**config.mk**
```make
export PLATFORM = sky130hd
export DESIGN_NAME = muldiv_unit
export DESIGN_NICKNAME = d
export VERILOG_FILES = /design/src/rtl/muldiv_unit.sv
export SDC_FILE = /design/constraint.sdc
export NUM_CORES = 1
export LEC_CHECK = 0
export CAP_MARGIN = 20
export CORE_MARGIN = 3
export CORE_UTILIZATION = 55
export DETAILED_ROUTE_END_ITERATION = 10
export GPL_TIMING_DRIVEN = 1
export PLACE_DENSITY = 0.75
export SLEW_MARGIN = 20
export SYNTH_ARGS = -nofsm -noshare
export SYNTH_HDL_FRONTEND = slang
export SYNTH_SLANG_ARGS = --single-unit
```
**constraint.sdc**
```tcl
create_clock -name clk -period 4.8 [get_ports clk]
set_input_delay 0.96 -clock clk [delete_from_list [all_inputs] [get_ports clk]]
set_output_delay 0.96 -clock clk [all_outputs]
set_load 0.03 [all_outputs]
```
**src/rtl/muldiv_unit.sv**
```systemverilog
// Iterative RV32M multiply/divide unit: shift-add multiply and restoring divide,
// BITS_PER_CYCLE result bits per iteration, with sign fix-up and divide special cases.
module muldiv_unit #(
  parameter int unsigned XLEN           = 32,
  parameter int unsigned BITS_PER_CYCLE = 1
) (
  input  logic            clk,
  input  logic            reset,
  input  logic            start,
  input  logic [2:0]      funct3,
  input  logic [XLEN-1:0] a,
  input  logic [XLEN-1:0] b,
  input  logic            kill,
  output logic            busy,
  output logic            done,
  output logic [XLEN-1:0] result
);

  localparam int unsigned N  = XLEN / BITS_PER_CYCLE;
  localparam int unsigned CW = (N > 1) ? $clog2(N) : 1;

  typedef enum logic [2:0] {StIdle, StPrep, StRun, StFix, StDone} state_e;

  state_e            state_q, state_d;
  logic [2:0]        op_q;
  logic [XLEN-1:0]   a_q, b_q, babs_q, hi_q, lo_q, result_q;
  logic [CW-1:0]     cnt_q;
  logic              accept;

  // Accept-time special cases: divide by zero and signed overflow skip iteration.
  logic            div_zero, div_ovf, spec_hit;
  logic [XLEN-1:0] spec_res;
  assign div_zero = (b == '0);
  assign div_ovf  = ~funct3[0] && (a == {1'b1, {(XLEN-1){1'b0}}}) && (b == '1);
  assign spec_hit = funct3[2] && (div_zero || div_ovf);
  assign spec_res = div_zero ? (funct3[1] ? a : '1) : (funct3[1] ? '0 : a);

  logic            a_signed, b_signed, a_neg, b_neg;
  logic [XLEN-1:0] a_abs, b_abs;
  assign a_signed = ~(op_q[0] & (op_q[1] | op_q[2]));
  assign b_signed = a_signed & (op_q != 3'b010);
  assign a_neg    = a_signed & a_q[XLEN-1];
  assign b_neg    = b_signed & b_q[XLEN-1];
  assign a_abs    = a_neg ? -a_q : a_q;
  assign b_abs    = b_neg ? -b_q : b_q;

  // One iteration: BITS_PER_CYCLE shift-add or restoring-subtract steps on {hi, lo}.
  logic [XLEN-1:0] hi_n, lo_n;
  logic [XLEN:0]   sum, rem_sh, diff;
  always_comb begin
    hi_n   = hi_q;
    lo_n   = lo_q;
    sum    = '0;
    rem_sh = '0;
    diff   = '0;
    for (int i = 0; i < BITS_PER_CYCLE; i++) begin
      if (!op_q[2]) begin
        sum  = {1'b0, hi_n} + (lo_n[0] ? {1'b0, babs_q} : '0);
        hi_n = sum[XLEN:1];
        lo_n = {sum[0], lo_n[XLEN-1:1]};
      end else begin
        rem_sh = {hi_n, lo_n[XLEN-1]};
        diff   = rem_sh - {1'b0, babs_q};
        hi_n   = diff[XLEN] ? rem_sh[XLEN-1:0] : diff[XLEN-1:0];
        lo_n   = {lo_n[XLEN-2:0], ~diff[XLEN]};
      end
    end
  end

  logic [2*XLEN-1:0] prod, prod_fix;
  logic [XLEN-1:0]   quo_fix, rem_fix, fix_res;
  assign prod     = {hi_q, lo_q};
  assign prod_fix = (a_neg ^ b_neg) ? -prod : prod;
  assign quo_fix  = (a_neg ^ b_neg) ? -lo_q : lo_q;
  assign rem_fix  = a_neg ? -hi_q : hi_q;

  always_comb begin
    fix_res = '0;
    unique case (op_q)
      3'b000:                 fix_res = prod_fix[XLEN-1:0];
      3'b001, 3'b010, 3'b011: fix_res = prod_fix[2*XLEN-1:XLEN];
      3'b100, 3'b101:         fix_res = quo_fix;
      default:                fix_res = rem_fix;
    endcase
  end

  always_comb begin
    state_d = state_q;
    accept  = 1'b0;
    unique case (state_q)
      StIdle: begin
        if (start) begin
          accept  = 1'b1;
          state_d = spec_hit ? StDone : StPrep;
        end
      end
      StPrep:  state_d = StRun;
      StRun:   if (cnt_q == '0) state_d = StFix;
      StFix:   state_d = StDone;
      StDone:  state_d = StIdle;
      default: state_d = StIdle;
    endcase
    if (kill && (state_q inside {StPrep, StRun, StFix})) state_d = StIdle;
  end

  always_ff @(posedge clk) begin
    if (reset) state_q <= StIdle;
    else       state_q <= state_d;
  end

  always_ff @(posedge clk) begin
    if (reset) begin
      op_q     <= '0;
      a_q      <= '0;
      b_q      <= '0;
      babs_q   <= '0;
      hi_q     <= '0;
      lo_q     <= '0;
      cnt_q    <= '0;
      result_q <= '0;
    end else begin
      if (accept) begin
        op_q <= funct3;
        a_q  <= a;
        b_q  <= b;
        if (spec_hit) result_q <= spec_res;
      end
      if (state_q == StPrep) begin
        hi_q   <= '0;
        lo_q   <= a_abs;
        babs_q <= b_abs;
        cnt_q  <= CW'(N - 1);
      end
      if (state_q == StRun) begin
        hi_q  <= hi_n;
        lo_q  <= lo_n;
        cnt_q <= cnt_q - CW'(1);
      end
      if (state_q == StFix && !kill) result_q <= fix_res;
    end
  end

  assign busy   = (state_q != StIdle);
  assign done   = (state_q == StDone);
  assign result = result_q;

endmodule

```
==> flow_metrics.env, run 1 <==
export IMPL_grt_pass1_wl_um=87700
export IMPL_post_dp_cell_area_um2=17400
export IMPL_die_w_um=178
export IMPL_drc=0
export IMPL_dieHeight_um=178
export IMPL_antennaDiodeCount=0
export IMPL_synthCells=2234
export IMPL_dr_pass1_iters=5
export IMPL_cts_tree="built"
export IMPL_rows=62
export IMPL_top_layer_used="met4"
export IMPL_synth_top_area_share=0.249
export IMPL_area_growth_pct=12.0
export IMPL_crit_arrival_ns=4.42
export IMPL_cts_resized=0
export IMPL_layout_cells_non_filler=2628
export IMPL_post_cts_buffers=0
export IMPL_slew_viol_final=0
export IMPL_die_area_um2=31700
export IMPL_cts_max_level=1
export IMPL_dp_cells=2585
export IMPL_drt_total_wl_um=56600
export IMPL_drt_initial_drc_count=2075
export IMPL_synthDistinctLibCells=83
export IMPL_period_share=0.844
export IMPL_final_common_cell="nand2_1"
export IMPL_hold_violations=0
export IMPL_finalNetCount=2370
export IMPL_holdWs_ns=0.457
export IMPL_yosysSeqAreaShare=0.249
export IMPL_grt_pass1_vias=15700
export IMPL_cts_hold_buf=0
export IMPL_vias=17300
export IMPL_numCtsBuffers=24
export IMPL_core_area_um2=28900
export IMPL_ys_seq_elements=203
export IMPL_finalClockSkew_ns=0.00875
export IMPL_start_util=0.563
export IMPL_routed_via_density=6.59
export IMPL_finalSetupTns_ns=0
export IMPL_fill_cells=2613
export IMPL_fin_area_um2=18200
export IMPL_dp_hpwl_um=42300
export IMPL_run_status="complete, no violations"
export IMPL_max_freq_mhz=247
export IMPL_maxCapViolCount=0
export IMPL_finalWeightedCongestion=1.02
export IMPL_crit_fanout=8
export IMPL_pwr_density_cell_nw_per_um2=277
export IMPL_grt_util_all_layers=0.345
export IMPL_path_clk_slew_ns=0.06
export IMPL_wl_per_cell_um=21.6
export IMPL_cp_end_kind="flop"
export IMPL_dr_wl_met2_um=23700
export IMPL_antenna_left=0
export IMPL_clkLatencyLatePin_ns=0.53
export IMPL_netlist_top_cells_area="dfxtp_1 (25%), a21oi_1 (7.0%), nand2_1 (6.1%), ha_1 (5.4%), xor2_1 (5.1%)"
export IMPL_hp_class="reg2reg"
export IMPL_cts_root_buf="clkbuf_16"
export IMPL_yosys_warnings=0
export IMPL_synth_async_reset_ratio=0
export IMPL_syn_nets=2377
export IMPL_tightest_slew_ns=0.952
export IMPL_cts_buffer_depth=3
export IMPL_irDropWorstVdd_mv=0.220
export IMPL_leakagePower_nw=6.82
export IMPL_grt_setup_unrepaired="false"
export IMPL_critPathKind="reg2reg"
export IMPL_syn_area_um2=16300
export IMPL_maxSlewHeadroom=0.363
export IMPL_port_buffers=104
export IMPL_pin_count=105
export IMPL_grt_overflow=0
export IMPL_cts_sinks=203
export IMPL_worstSetupStartpointType="flop"
export IMPL_r2r_setup_slack_ns=0.75
export IMPL_period_needed_ns=4.05
export IMPL_drt_met1_wl_um=24100
export IMPL_critical_path_required_ns=5.17
export IMPL_synth_edf_count=0
export IMPL_dr_wl_met3_um=6940
export IMPL_grt_start_max_net_pins=105
export IMPL_setup_viol=0
export IMPL_layout_common_cells="nand2_1 (263), a21oi_1 (227), nor2_1 (210)"
export IMPL_syn_area_per_cell_um2=7.29
export IMPL_antenna_found_initial=0
export IMPL_yosysTopAreaCell="dfxtp_1"
export IMPL_drive_gt1_frac=0.0521
export IMPL_synth_main_ff_cell="dfxtp_1"
-- logic make-up after synthesis --
kind of cell | after synthesis | share of synthesized area
xor gates and xnor gates | 187 | 0.101
buffers and inverters | 250 | 0.0600
muxes | 64 | 0.0397
DFF | 203 | 0.249
adders and majority gates | 72 | 0.0562
and+or+nand+nor | 750 | 0.217
AOI/OAI and AO/OA | 708 | 0.277
-- registers in the layout (all words and copies together) (netlist names) --
signal,flops
result,32
cnt_q,5
lo_q,32
hi_q,32
state_q,3
a_q,32
op_q,3
b_q,32
babs_q,32
-- worst max-delay path, stage by stage (launching register included) --
cell and delay (ns):
dfxtp_1 0.41, inv_1 0.21, ha_1 0.29, nor3b_1 0.47, nand4_1 0.25, or4_1 0.68
or3_1 0.40, nor2_1 0.19, nor2_1 0.08, xor2_1 0.15, a211oi_1 0.66, a211oi_1 0.10
-- final timing paths --
path / from / endpoint / cells after the start
max reg2reg: hi_q[0] / result[24] / 11
min reg2reg: babs_q[30] / babs_q[30] / 2
min: babs_q[30] / babs_q[30] / 2
max: hi_q[0] / result[24] / 11
-- synth_stat cells, drive strengths merged, types with 10 or more instances --
| cell type | count |
|---|---|
| a31oi | 27 |
| a21o | 28 |
| o211ai | 15 |
| nor3 | 46 |
| buf | 25 |
| or2 | 10 |
| mux2i | 59 |
| a22oi | 19 |
| inv | 76 |
| a221oi | 12 |
| and2 | 10 |
| ha | 70 |
| o21ai | 139 |
| nand3 | 41 |
| o31ai | 20 |
| clkbuf | 149 |
| or3 | 26 |
| nor2 | 212 |
| nand4 | 21 |
| a211oi | 84 |
| o41ai | 22 |
| nand2 | 264 |
| a21oi | 227 |
| o221ai | 19 |
| xnor2 | 92 |
| a311oi | 14 |
| nor4 | 31 |
| or4 | 17 |
| nor2b | 10 |
| nand2b | 24 |
| dfxtp | 203 |
| xor2 | 95 |
| o22ai | 24 |
-- metal layers --
metal | up-vias | GRT usage
met2 | 943 | 0.508
met3 | 125 | 0.0928
met4 | 0 | 0.107
met5 | - | 0
met1 | 8145 | 0.491
li1 | 8098 | -
-- stage by stage --
step	setup WS, ns	util	total power [mW]
after floorplan	1.64	-	2.77
after global placement	0.760	0.602	3.13
after detailed placement	0.715	0.602	3.16
after CTS	0.958	0.631	5.04
after global routing	0.604	0.631	5.25
final	0.750	0.631	5.06
-- final cells by class --
cell class                      count  area [um2]  share of cell area
Timing Repair Buffer              141        1320              0.0723
Inverter                           76         285              0.0156
Sequential cell                   203        4070               0.223
Multi-Input combinational cell   1781       11300               0.618
Clock buffer                       33         694              0.0381
Clock inverter                     10         128             0.00699
Tap cell                          384         480              0.0263
-- where the power goes --
part	leakage (nW)	switching, mW	internal, mW	total [mW]
combinational	4.77	0.816	0.478	1.29
sequential	1.66	0.113	1.77	1.88
clock	0.398	0.764	1.12	1.89
No activity file was read; power rests on OpenSTA's default activity.
==> inputs of run 2 (changes only) <==
==> constraint.sdc (replaced) <==
create_clock -name clk -period 4.13 [get_ports clk]
set_input_delay 0.826 -clock clk [delete_from_list [all_inputs] [get_ports clk]]
set_output_delay 0.826 -clock clk [all_outputs]
set_load 0.03 [all_outputs]
==> run 2 against run 1 <==
Clock power rose by 13%. First-iteration DRC count is 4.1% higher. Sequential cell count is the same. Die area unchanged. Critical endpoint unchanged. Critical path depth rose by 2.
==> flow_metrics.env, run 2 (synthesis results as in run 1) <==
export IMPL_run_status="complete, no violations"
export IMPL_clkLatencyLatePin_ns=0.53
export IMPL_critPathKind="reg2reg"
export IMPL_grt_start_max_net_pins=81
export IMPL_cts_max_level=1
export IMPL_finalNetCount=2401
export IMPL_finalPower_mw=5.88
export IMPL_finalSetupTns_ns=0
export IMPL_maxSlewHeadroom=0.255
export IMPL_crit_family="simple AND/OR/NAND/NOR gates"
export IMPL_antenna_found_initial=1
export IMPL_pin_count=105
export IMPL_ff2ff_path_depth=13
export IMPL_hold_violations=0
export IMPL_min_from="a_q[20]"
export IMPL_drc=0
export IMPL_tightest_slew_ns=1.12
export IMPL_cts_sinks=203
export IMPL_fill_cells=2556
export IMPL_die_area_um2=31700
export IMPL_routed_via_density=6.59
export IMPL_maxCapViolCount=0
export IMPL_cts_hold_buf=0
export IMPL_grt_pass1_vias=16000
export IMPL_cts_buffer_depth=3
export IMPL_critPathMaxStageDelay_ns=0.69
export IMPL_r2r_end="result[24]"
export IMPL_start_util=0.563
export IMPL_cts_root_buf="clkbuf_16"
export IMPL_die_w_um=178
export IMPL_period_share=0.894
export IMPL_vias=17500
export IMPL_grt_setup_unrepaired="false"
export IMPL_r2r_start="hi_q[0]"
export IMPL_antenna_left=0
export IMPL_core_area_um2=28900
export IMPL_grt_util_all_layers=0.353
export IMPL_post_cts_buffers=0
export IMPL_grt_pass1_wl_um=89000
export IMPL_wl_per_cell_um=21.7
export IMPL_crit_fanout=8
export IMPL_area_growth_pct=13.4
export IMPL_hp_class="reg2reg"
export IMPL_setup_viol=0
export IMPL_finalClockSkew_ns=0.0135
export IMPL_drive_gt1_frac=0.0655
export IMPL_cp_cell_sequence="inv_1 -> ha_1 -> nor3b_1 -> buf_4 -> nand4_1 -> or4_1 -> or3_1 -> nor2_1 -> nor2_1 -> xor2_1 -> a211oi_1 -> buf_4 -> a211oi_1"
export IMPL_port_buffers=104
export IMPL_whs_endpoint="a_q[20]"
export IMPL_worstSetupStartpointType="flop"
export IMPL_drt_total_wl_um=57800
export IMPL_cp_end_kind="flop"
export IMPL_leakagePower_nw=6.97
export IMPL_critical_path_required_ns=4.50
export IMPL_drt_initial_drc_count=2160
export IMPL_finalWeightedCongestion=1.02
export IMPL_layout_common_cells="nand2_1 (263), a21oi_1 (227), nor2_1 (210)"
export IMPL_cts_tree="built"
export IMPL_dp_hpwl_um=43800
export IMPL_period_needed_ns=3.69
export IMPL_path_clk_slew_ns=0.07
export IMPL_rows=62
export IMPL_max_freq_mhz=271
export IMPL_slowest_stage="or4_1"
export IMPL_path_buf_inv=3
export IMPL_dr_pass1_iters=7
export IMPL_cts_resized=0
export IMPL_slew_viol_final=0
export IMPL_dieHeight_um=178
export IMPL_crit_cells=13
export IMPL_hold_depth=2
export IMPL_numCtsBuffers=24
export IMPL_pwr_density_cell_nw_per_um2=318
export IMPL_grt_overflow=0
export IMPL_final_common_cell="nand2_1"
export IMPL_r2r_setup_slack_ns=0.44
export IMPL_irDropWorstVdd_mv=0.348
export IMPL_crit_arrival_ns=4.06
## run 2: changes by cell type in the layout (fill, tap and decap cells not counted)
cell,delta
buf_4,+30
clkinv_2,+3
buf_12,+1
bufinv_16,-1
clkbuf_8,-1
clkinvlp_4,+1
inv_6,-1
clkbuf_16,+1
diode_2,+1
clkinv_8,-1
## run 2: routing by layer
layer | vias to the layer above | GRT usage | wire length, um
li1 | 8160 | - | -
met1 | 8155 | 0.503 | 24900
met2 | 1034 | 0.515 | 23700
met3 | 181 | 0.0862 | 6680
met4 | 0 | 0.130 | 2490
met5 | - | 0 | 0
## run 2: worst min-delay path, delay by kind of cell, from the launching register on
family,cells,cell delay (ns)
AND/OR/NAND/NOR,1,0.05
flip-flops,1,0.30
AO/OA/AOI/OAI,1,0.06
## run 2: power by group
part | switching (mW) | total, mW | internal (mW)
Clock | 0.884 | 2.14 | 1.26
Combinational | 0.982 | 1.56 | 0.581
Sequential | 0.122 | 2.17 | 2.05
Total | 1.99 | 5.88 | 3.89
## run 2: worst max-delay path by stage
stage,startpoint,endpoint,slack (ns)
CTS,lo_q[0],hi_q[31],0.54
global route,lo_q[31],hi_q[8],0.26
global placement,a[15],result[1],0.39
floorplan,lo_q[0],hi_q[31],0.97
finish,hi_q[0],result[24],0.44
detailed placement,a[15],result[1],0.32
## run 2: area by class of cell
cell class / count / area, um2 / area share
well taps: 384 / 480 / 0.0260
inverters: 76 / 285 / 0.0154
flip-flops and latches: 203 / 4070 / 0.220
diodes: 1 / 2.50 / 0.000135
repair buffers: 172 / 1570 / 0.0847
multi-input cells: 1781 / 11300 / 0.610
clock buffers: 33 / 706 / 0.0382
clock inverters: 11 / 95.1 / 0.00515
## run 2: metrics by stage
step / instance area, um2 / hold WS (ns) / std cells / worst slack, ns / utilization
2_1_floorplan: 16300 / 0.432 / 2234 / 0.967 / -
3_3_place_gp: 17700 / 0.443 / 2616 / 0.395 / 0.611
3_5_place_dp: 17700 / 0.458 / 2616 / 0.316 / 0.611
4_1_cts: 18500 / 0.466 / 2660 / 0.536 / 0.638
5_1_grt: 18500 / 0.484 / 2660 / 0.265 / 0.638
6_report: 18500 / 0.463 / 2661 / 0.439 / 0.639
==> inputs of run 3 (changes only) <==
--- a/config.mk
+++ b/config.mk
@@ -11,7 +11,8 @@
 export DETAILED_ROUTE_END_ITERATION = 10
 export GPL_TIMING_DRIVEN = 1
 export PLACE_DENSITY = 0.75
-export SLEW_MARGIN = 20
+export REMOVE_ABC_BUFFERS = 1
+export SLEW_MARGIN = 5
 export SYNTH_ARGS = -nofsm -noshare
 export SYNTH_HDL_FRONTEND = slang
 export SYNTH_SLANG_ARGS = --single-unit
==> run 3 against run 2 <==
Clock skew is 0.0011 ns lower. Design area rose by 0.88%. Sequential cell count did not move. Critical endpoint is now hi_q[31]. Global-route usage up 0.81 points. Fmax up 0.75%.
==> flow_metrics.env, run 3 (synthesis results as in run 1) <==
export IMPL_dp_hpwl_um=44400
export IMPL_critical_path_required_ns=4.63
export IMPL_cts_tree="built"
export IMPL_cts_sinks=203
export IMPL_port_buffers=104
export IMPL_period_share=0.887
export IMPL_finalNetCount=2410
export IMPL_run_status="complete, no violations"
export IMPL_multi_input_area_um2=11300
export IMPL_grt_start_max_net_pins=99
export IMPL_finalPower_mw=6.12
export IMPL_drt_initial_drc_count=2194
export IMPL_wl_per_cell_um=22.4
export IMPL_grt_util_all_layers=0.361
export IMPL_slew_viol_final=0
export IMPL_hold_violations=0
export IMPL_leakagePower_nw=7.07
export IMPL_r2r_start="hi_q[0]"
export IMPL_maxCapViolCount=0
export IMPL_dieHeight_um=178
export IMPL_antenna_found_initial=0
export IMPL_area_growth_pct=14.4
export IMPL_irDropWorstVdd_mv=0.316
export IMPL_post_cts_buffers=0
export IMPL_ff2ff_path_depth=12
export IMPL_worstSetupStartpointType="flop"
export IMPL_antenna_left=0
export IMPL_pin_count=105
export IMPL_setup_viol=0
export IMPL_cp_end_kind="flop"
export IMPL_rows=62
export IMPL_antennaDiodeCount=0
export IMPL_period_needed_ns=3.66
export IMPL_finalClockSkew_ns=0.0124
export IMPL_die_area_um2=31700
export IMPL_vias=17500
export IMPL_routed_via_density=6.55
export IMPL_cts_root_buf="clkbuf_16"
export IMPL_drt_total_wl_um=59800
export IMPL_grt_pass1_vias=16000
export IMPL_dr_pass1_iters=7
export IMPL_grt_overflow=0
export IMPL_tightest_slew_ns=1.12
export IMPL_grt_setup_unrepaired="false"
export IMPL_critPathKind="reg2reg"
export IMPL_final_common_cell="nand2_1"
export IMPL_cts_resized=0
export IMPL_die_w_um=178
export IMPL_grt_pass1_wl_um=90900
export IMPL_hp_class="reg2reg"
export IMPL_maxSlewHeadroom=0.248
export IMPL_cts_max_level=1
export IMPL_finalWeightedCongestion=0.995
export IMPL_crit_start="hi_q[0]"
export IMPL_cts_hold_buf=0
export IMPL_min_from="babs_q[30]"
export IMPL_core_area_um2=28900
export IMPL_fill_cells=2638
export IMPL_post_dp_cell_area_um2=17800
export IMPL_holdWs_ns=0.457
export IMPL_max_freq_mhz=273
export IMPL_layout_common_cells="nand2_1 (263), a21oi_1 (227), nor2_1 (210)"
export IMPL_drive_gt1_frac=0.0700
export IMPL_crit_arrival_ns=4.16
export IMPL_seqCellArea_um2=4070
export IMPL_fin_area_um2=18600
export IMPL_drc=0
export IMPL_path_clk_slew_ns=0.07
export IMPL_cts_buffer_depth=3
export IMPL_crit_fanout=8
export IMPL_start_util=0.563
export IMPL_hold_depth=2
export IMPL_pwr_density_cell_nw_per_um2=328
export IMPL_numCtsBuffers=25
export IMPL_clkLatencyLatePin_ns=0.55
## run 3: cell count changes in the layout (fill, tap and decap cells not counted)
cell	before	now
bufinv_16	1	3
clkbuf_1	3	2
inv_16	0	1
buf_4	67	73
clkinv_2	5	6
clkbuf_8	5	6
clkinvlp_4	3	1
diode_2	1	0
buf_12	1	3
## run 3: through the flow
stage / utilization / cells / setup WS (ns) / setup TNS (ns)
floorplan: - / 2060 / -2.31 / -146.23
global placement: 0.614 / 2624 / 0.355 / 0
detailed placement: 0.614 / 2624 / 0.261 / 0
CTS: 0.644 / 2670 / 0.510 / 0
global route: 0.644 / 2670 / 0.259 / 0
finish: 0.644 / 2670 / 0.466 / 0
## run 3: layout make-up
class                      instances  area share
tap                              384      0.0258
clock inverter                    13     0.00886
sequential                       203       0.218
multi-input combinational       1781       0.605
clock buffer                      33      0.0384
timing repair buffer             180      0.0885
inverter                          76      0.0153
## run 3: metal layers
metal	GRT usage	part of all wire	wire, um
met1	0.518	0.44	26200
met2	0.551	0.43	25700
met3	0.0624	0.097	5790
met4	0.113	0.036	2140
met5	0	0	0
## run 3: worst paths after layout
path	endpoint	slack (ns)
worst max-delay path	hi_q[31]	0.47
worst min-delay path	babs_q[30]	0.46
worst max register to register	hi_q[31]	0.47
worst min register to register	babs_q[30]	0.46
## run 3: power breakdown
part           internal (mW)  switching (mW)  leakage [nW]
Sequential              2.05           0.119          1.66
Clock                   1.41           0.968         0.438
Combinational          0.577           0.985          4.97
Total                   4.04            2.07          7.07
## run 3: critical path, stage by stage (launching register included)
cell and delay [ns]:
dfxtp_1 0.49, ha_1 0.22, inv_1 0.06, fa_1 0.37, nand2b_1 0.20, a21o_1 0.21, a31o_2 0.22, o31ai_1 0.33
o22ai_1 0.21, o21ai_0 0.37, or3b_2 0.48, a311oi_1 0.27, o311a_1 0.19
